## config.mk

```make
export PLATFORM = sky130hd
export DESIGN_NAME = multicycle_control
export DESIGN_NICKNAME = d
export VERILOG_FILES = /design/src/rtl/multicycle_control.sv
export SDC_FILE = /design/constraint.sdc
export NUM_CORES = 1
export LEC_CHECK = 0
export BUFFER_PORTS_ARGS = -buffer_cell sky130_fd_sc_hd__buf_2
export CAP_MARGIN = 30
export CORE_ASPECT_RATIO = 1.4
export CORE_MARGIN = 2
export CORE_UTILIZATION = 49
export DETAILED_ROUTE_END_ITERATION = 10
export PLACE_DENSITY = 0.83
export SYNTH_ARGS = -nofsm -noshare
export SYNTH_HDL_FRONTEND = slang
export SYNTH_SLANG_ARGS = --single-unit
export TNS_END_PERCENT = 20
```

## constraint.sdc

```tcl
create_clock -name clk -period 2.11 [get_ports clk]
set_clock_uncertainty 0.05 [all_clocks]
set_input_delay 0 -clock clk [delete_from_list [all_inputs] [get_ports clk]]
set_output_delay 0 -clock clk [all_outputs]
set_load 0.02 [all_outputs]
```

## src/rtl/multicycle_control.sv

```systemverilog
// krv32 multi-cycle sequencer: FETCH/DECODE/EXEC/MEM/WB with traps
// on illegal modes and on memory handshake timeouts.
module multicycle_control #(
  parameter int CNT_W   = 32,
  parameter int TIMEOUT = 15,
  parameter int TO_W    = 4
) (
  input  logic             clk,
  input  logic             rst,
  input  logic [3:0]       mode,
  input  logic             branch_taken,
  input  logic             imem_ack,
  input  logic             dmem_ack,
  output logic             imem_req,
  output logic             ir_we,
  output logic             dmem_req,
  output logic             dmem_we,
  output logic             rf_we,
  output logic             pc_we,
  output logic [1:0]       pc_sel,
  output logic [1:0]       wb_sel,
  output logic             illegal,
  output logic             timeout_err,
  output logic [2:0]       state,
  output logic [CNT_W-1:0] instr_count
);

  typedef enum logic [2:0] {
    S_FETCH  = 3'd0,
    S_DECODE = 3'd1,
    S_EXEC   = 3'd2,
    S_MEM    = 3'd3,
    S_WB     = 3'd4,
    S_TRAP   = 3'd5
  } state_t;

  localparam logic [TO_W-1:0] TO_MAX = TO_W'(TIMEOUT);

  state_t          st_q;
  state_t          st_d;
  logic [3:0]      mode_q;
  logic [TO_W-1:0] to_q;
  logic            to_hit;
  logic            set_ill;
  logic            set_to;
  logic            bad_mode;

  assign state    = st_q;
  assign to_hit   = (to_q == TO_MAX);
  assign bad_mode = (mode == 4'd9) || (mode > 4'd10);

  always_comb begin
    st_d     = st_q;
    imem_req = 1'b0;
    ir_we    = 1'b0;
    dmem_req = 1'b0;
    dmem_we  = 1'b0;
    rf_we    = 1'b0;
    pc_we    = 1'b0;
    pc_sel   = 2'd0;
    wb_sel   = 2'd0;
    set_ill  = 1'b0;
    set_to   = 1'b0;
    unique case (st_q)
      S_FETCH: begin
        imem_req = 1'b1;
        if (imem_ack) begin
          ir_we = 1'b1;
          st_d  = S_DECODE;
        end else if (to_hit) begin
          st_d   = S_TRAP;
          set_to = 1'b1;
        end
      end
      S_DECODE: begin
        if (bad_mode) begin
          st_d    = S_TRAP;
          set_ill = 1'b1;
        end else if (mode == 4'd0) begin
          pc_we = 1'b1;
          st_d  = S_FETCH;
        end else begin
          st_d = S_EXEC;
        end
      end
      S_EXEC: begin
        if (mode_q == 4'd3 || mode_q == 4'd4) begin
          st_d = S_MEM;
        end else if (mode_q == 4'd5) begin
          pc_we  = 1'b1;
          pc_sel = {1'b0, branch_taken};
          st_d   = S_FETCH;
        end else begin
          st_d = S_WB;
        end
      end
      S_MEM: begin
        dmem_req = 1'b1;
        dmem_we  = (mode_q == 4'd4);
        if (dmem_ack) begin
          if (mode_q == 4'd4) begin
            pc_we = 1'b1;
            st_d  = S_FETCH;
          end else begin
            st_d = S_WB;
          end
        end else if (to_hit) begin
          st_d   = S_TRAP;
          set_to = 1'b1;
        end
      end
      S_WB: begin
        rf_we = 1'b1;
        pc_we = 1'b1;
        st_d  = S_FETCH;
        unique case (1'b1)
          mode_q == 4'd3:  wb_sel = 2'd1;
          mode_q == 4'd6: begin
            wb_sel = 2'd2;
            pc_sel = 2'd1;
          end
          mode_q == 4'd10: begin
            wb_sel = 2'd2;
            pc_sel = 2'd2;
          end
          mode_q == 4'd7:  wb_sel = 2'd3;
          default:         wb_sel = 2'd0;
        endcase
      end
      S_TRAP: st_d = S_TRAP;
      default: st_d = S_TRAP;
    endcase
    // Strobes stay quiet while reset is being applied.
    if (rst) begin
      imem_req = 1'b0;
      ir_we    = 1'b0;
      dmem_req = 1'b0;
      dmem_we  = 1'b0;
      rf_we    = 1'b0;
      pc_we    = 1'b0;
      pc_sel   = 2'd0;
      wb_sel   = 2'd0;
    end
  end

  always_ff @(posedge clk) begin
    if (rst) begin
      st_q        <= S_FETCH;
      mode_q      <= 4'd0;
      to_q        <= '0;
      illegal     <= 1'b0;
      timeout_err <= 1'b0;
      instr_count <= '0;
    end else begin
      st_q <= st_d;
      if (st_q == S_DECODE) mode_q <= mode;
      // Counter restarts whenever a state is (re)entered.
      if (st_d != st_q) begin
        to_q <= '0;
      end else if (st_q == S_FETCH || st_q == S_MEM) begin
        to_q <= to_q + TO_W'(1);
      end
      if (set_ill) illegal <= 1'b1;
      if (set_to) timeout_err <= 1'b1;
      if (pc_we) instr_count <= instr_count + CNT_W'(1);
    end
  end

endmodule

```

==> results list <==
* Status: complete, but fails checks
* Violations in the final reports: negative setup slack
- Maximum net fanout on the critical path: 7
* Via count: 2640
- Headroom to the max-slew limit came out at 0.6477.
- The synthesized design contains 45 register bits.
- Clock sinks: 45
- Global route overflow: 0
- Max clock buf depth: 2
- Port bufs: 55
- Fraction of the cycle the final worst path needs: 1.005
* Area of the mapped netlist: 2480 um^2
* Vias per cell: 5.739
* Static Leak: 1.307 nW
- Wires add up to 6606 um.
- Number of failing hold endpoints at the final stage: 0
* Net count after synthesis: 315
- Worst path slowest cell: or4_4
- Largest delay contributor family on the critical path: simple AND/OR/NAND/NOR gates
* Hold Path Stages: 4
- Delay of the slowest critical-path stage: 0.58 ns
- Clock tree root buffer cell: clkbuf_8
- Before antenna repair, the detailed router went through 4 iterations.
* Wirelength per Cell: 14.36 um
- The most critical setup path has its startpoint at instr_count[10]$_SDFFE_PP0P_.
- Final WS setup: -0.01056 ns
- The floorplan step defined a core boundary enclosing 4880 um^2.
- The number of buffers and inverters on the critical path is 0.
* Clock latency of the later-clocked register in the worst-skew pair: 0.31 ns
- For this run, the total global-route usage over all layers was measured as 0.2355.
- By area the synthesized netlist is led by dfxtp_1, a21oi_1, xnor2_1.
* Kind of critical path: flip-flop to flip-flop
- The most critical setup path has its endpoint at instr_count[29]$_SDFFE_PP0P_.
* HPWL after detailed placement: 4673 um
- The critical path runs through a total of 5 cells.
- Buffers inserted during clock tree synthesis total 5.
- Leading post-synthesis cells by instance count: dfxtp_1, nor2_1, a21oi_1, nand2_1, o21ai_0
* Y dimension of the die: 88.18 um
* Kind of start point of the critical path: flip-flop
- The first global-routing pass estimated 10710 um of wire.
* Type of destination of the critical path: flip-flop
- Synth-to-Final Area Change: 35.02%
- Mean post-synth cell area: 8.157 um^2
- Of all cell types, the one taking the most synthesized area is dfxtp_1.
- Share of synthesized registers carrying an async set or reset: 0
- Post-synth top flop: dfxtp_1
* DRC violations left: 0
* Largest net degree at the start of global routing: 48
- Setup repair after global routing could not meet its margin everywhere.
- Critical path data arrival time: 2.31 ns
- For the worst flop-to-flop path, the logic depth is 5.
- EDFF count, synth: 0
- Register-to-register path setup slack: -0.01 ns
- Yosys synthesis warning count: 0
- End of the worst register-to-register path: instr_count[29]$_SDFFE_PP0P_
- Chip width: 64.13 um
- In the final layout, the share of cells above drive strength 1 is 0.3939.
- CTS tree: done
- STA puts the critical path data required time at 2.30 ns.
* Power Density: 556.7 nW/um^2
* Worst reg2reg path startpoint: instr_count[10]$_SDFFE_PP0P_
* Standard-cell row count: 30
- For the pin with the worst max-slew slack, the measured transition is 0.5236 ns.
- At the end of the flow, the number of nets in the layout was 406.
* Count of max-cap constraint violations: 0
* Setup slack at placement: -0.05441 ns
* I/O pin total: 56
- Counting I/O delays and the setup requirement, the final critical path takes 2.121 ns.
- Summing internal, switching and leakage power gives 1.864 mW.
- CTS H-tree lvls: 2
- The tightest min-delay check is of the input port to flip-flop type.
* Share of the synthesized area in the top cell type: 0.3633
- Count of nets left with antenna violations after detail routing: 0
- Register area share after synthesis: 0.3633
* Most frequent cell after synthesis: dfxtp_1
- Critical Path, Cell by Cell: nand4_2, or4_4, a211o_4, or4_4, a21oi_1
* Detailed router's first-iteration violation count: 107
* Weighted congestion reported at the end of routability-driven placement: 0.8885
- Derived from the worst setup path, the maximum achievable clock frequency is 0.4716 GHz.
- Setup violations remaining at the end of the flow were counted as 1.
- Peak supply drop: 0.0006200 V
* Core utilization of the finished layout: 0.6862
- The number of pins exceeding their max-slew limit in the final report came to 0.
* Most numerous cell on the critical path: or4_4
* Antenna violations before repair: 0
- The number of antenna diodes in the final layout is 0.
- The floorplan step defined a die boundary enclosing 5654 um^2.
- The synthesized netlist contains 52 unique library cells.
- Clock slew at the register clock pins of the worst setup and hold paths: 0.09 ns
- Number of global-route vias before repair: 2514
- Gate Count Post-Synth: 304
- The initial utilization of the core area, before any placement, comes to 0.5082.
==> cell type report <==
cell class / count / area [um^2]
fill: 385 / 1531
inverter: 8 / 30.03
multi-input combinational: 233 / 1568
timing repair buffer: 102 / 644.4
clock buffer: 6 / 82.58
tap: 64 / 80.08
clock inverter: 2 / 13.76
sequential: 45 / 929.6
==> logic make-up after synthesis <==
group	count (synthesis)	synth area share
xor+xnor	16	0.05651
fa+ha+maj	2	0.01009
simple gates	131	0.2987
mux	2	0.008073
compound gates	81	0.2170
buf+inv	27	0.04642
flops	45	0.3633
==> layout by cell type, fill, tap and decap left out, drive strengths merged, types with 2 or more instances in the layout <==
master / count
buf: 97
dfxtp: 45
nor2: 29
a21oi: 28
nand2: 22
o21ai: 20
or3: 15
xnor2: 14
nand3: 12
nor3: 10
inv: 8
a2111oi: 7
o31ai: 7
clkbuf: 6
a211oi: 6
or4: 6
dlygate4sd3: 5
nor3b: 5
nand4: 5
nor4: 4
nand2b: 4
nor2b: 3
and3b: 3
or2: 3
a211o: 3
o21a: 2
nand4b: 2
o211ai: 2
xor2: 2
mux2i: 2
nor4bb: 2
ha: 2
clkinv: 2
==> through the flow <==
step / TNS, ns / hold slack, ns / instance area, um^2 / instances
after detailed placement: -0.06834 / 0.2239 / 3099 / 445
after global placement: -0.01299 / 0.2197 / 3099 / 445
after CTS: -0.006532 / 0.1241 / 3259 / 458
after floorplan: -0.04214 / 0.08605 / 2521 / 304
final: -0.01056 / 0.1239 / 3348 / 460
after global routing: -0.2351 / 0.1593 / 3348 / 460
==> worst min-delay path: cells and delay by family <==
kind	cells	cell delay (ns)
AO/OA/AOI/OAI	2	0.28
buffers and inverters	1	0.12
AND/OR/NAND/NOR	1	0.04
==> metal layers <==
metal	track usage	vias to the layer above	wire (um)
met2	0.4432	68	3552
met1	0.2556	1240	2630
met3	0.03342	24	216
met5	0	-	0
li1	-	1308	-
met4	0.1180	0	207
==> how the worst min path moves through the flow <==
stage / startpoint / to / slack (ns)
3_3_place_gp: mode[1] / mode_q[1]$_SDFFE_PP0P_ / 0.22
2_1_floorplan: mode[0] / mode_q[0]$_SDFFE_PP0P_ / 0.09
4_1_cts: mode[3] / illegal$_SDFFE_PP0P_ / 0.12
3_5_place_dp: mode[3] / mode_q[3]$_SDFFE_PP0P_ / 0.22
5_1_grt: mode[3] / illegal$_SDFFE_PP0P_ / 0.16
6_report: mode[3] / illegal$_SDFFE_PP0P_ / 0.12
==> sequential cells by signal (all words and copies together) (netlist names) <==
signal and flops:
state 3, timeout_err 1, mode_q 4, to_q 4
illegal 1, instr_count 32
==> where the power goes <==
part	internal (mW)	total, mW	leakage, nW	switching [mW]
clock network	0.266	0.569	0.0512	0.303
registers	0.874	0.901	0.374	0.0274
logic	0.156	0.394	0.882	0.238
total	1.30	1.86	1.31	0.569
==> what timing repair did <==
action,in CTS,in global routing
setup buffers,0,1
setup endpoints to repair,5,17
pin swaps,0,6
cloned,0,1
endpoints found under the hold margin,5,0
hold buffers,5,0
resized for setup,3,18
Power figures use the tool's default switching activity.
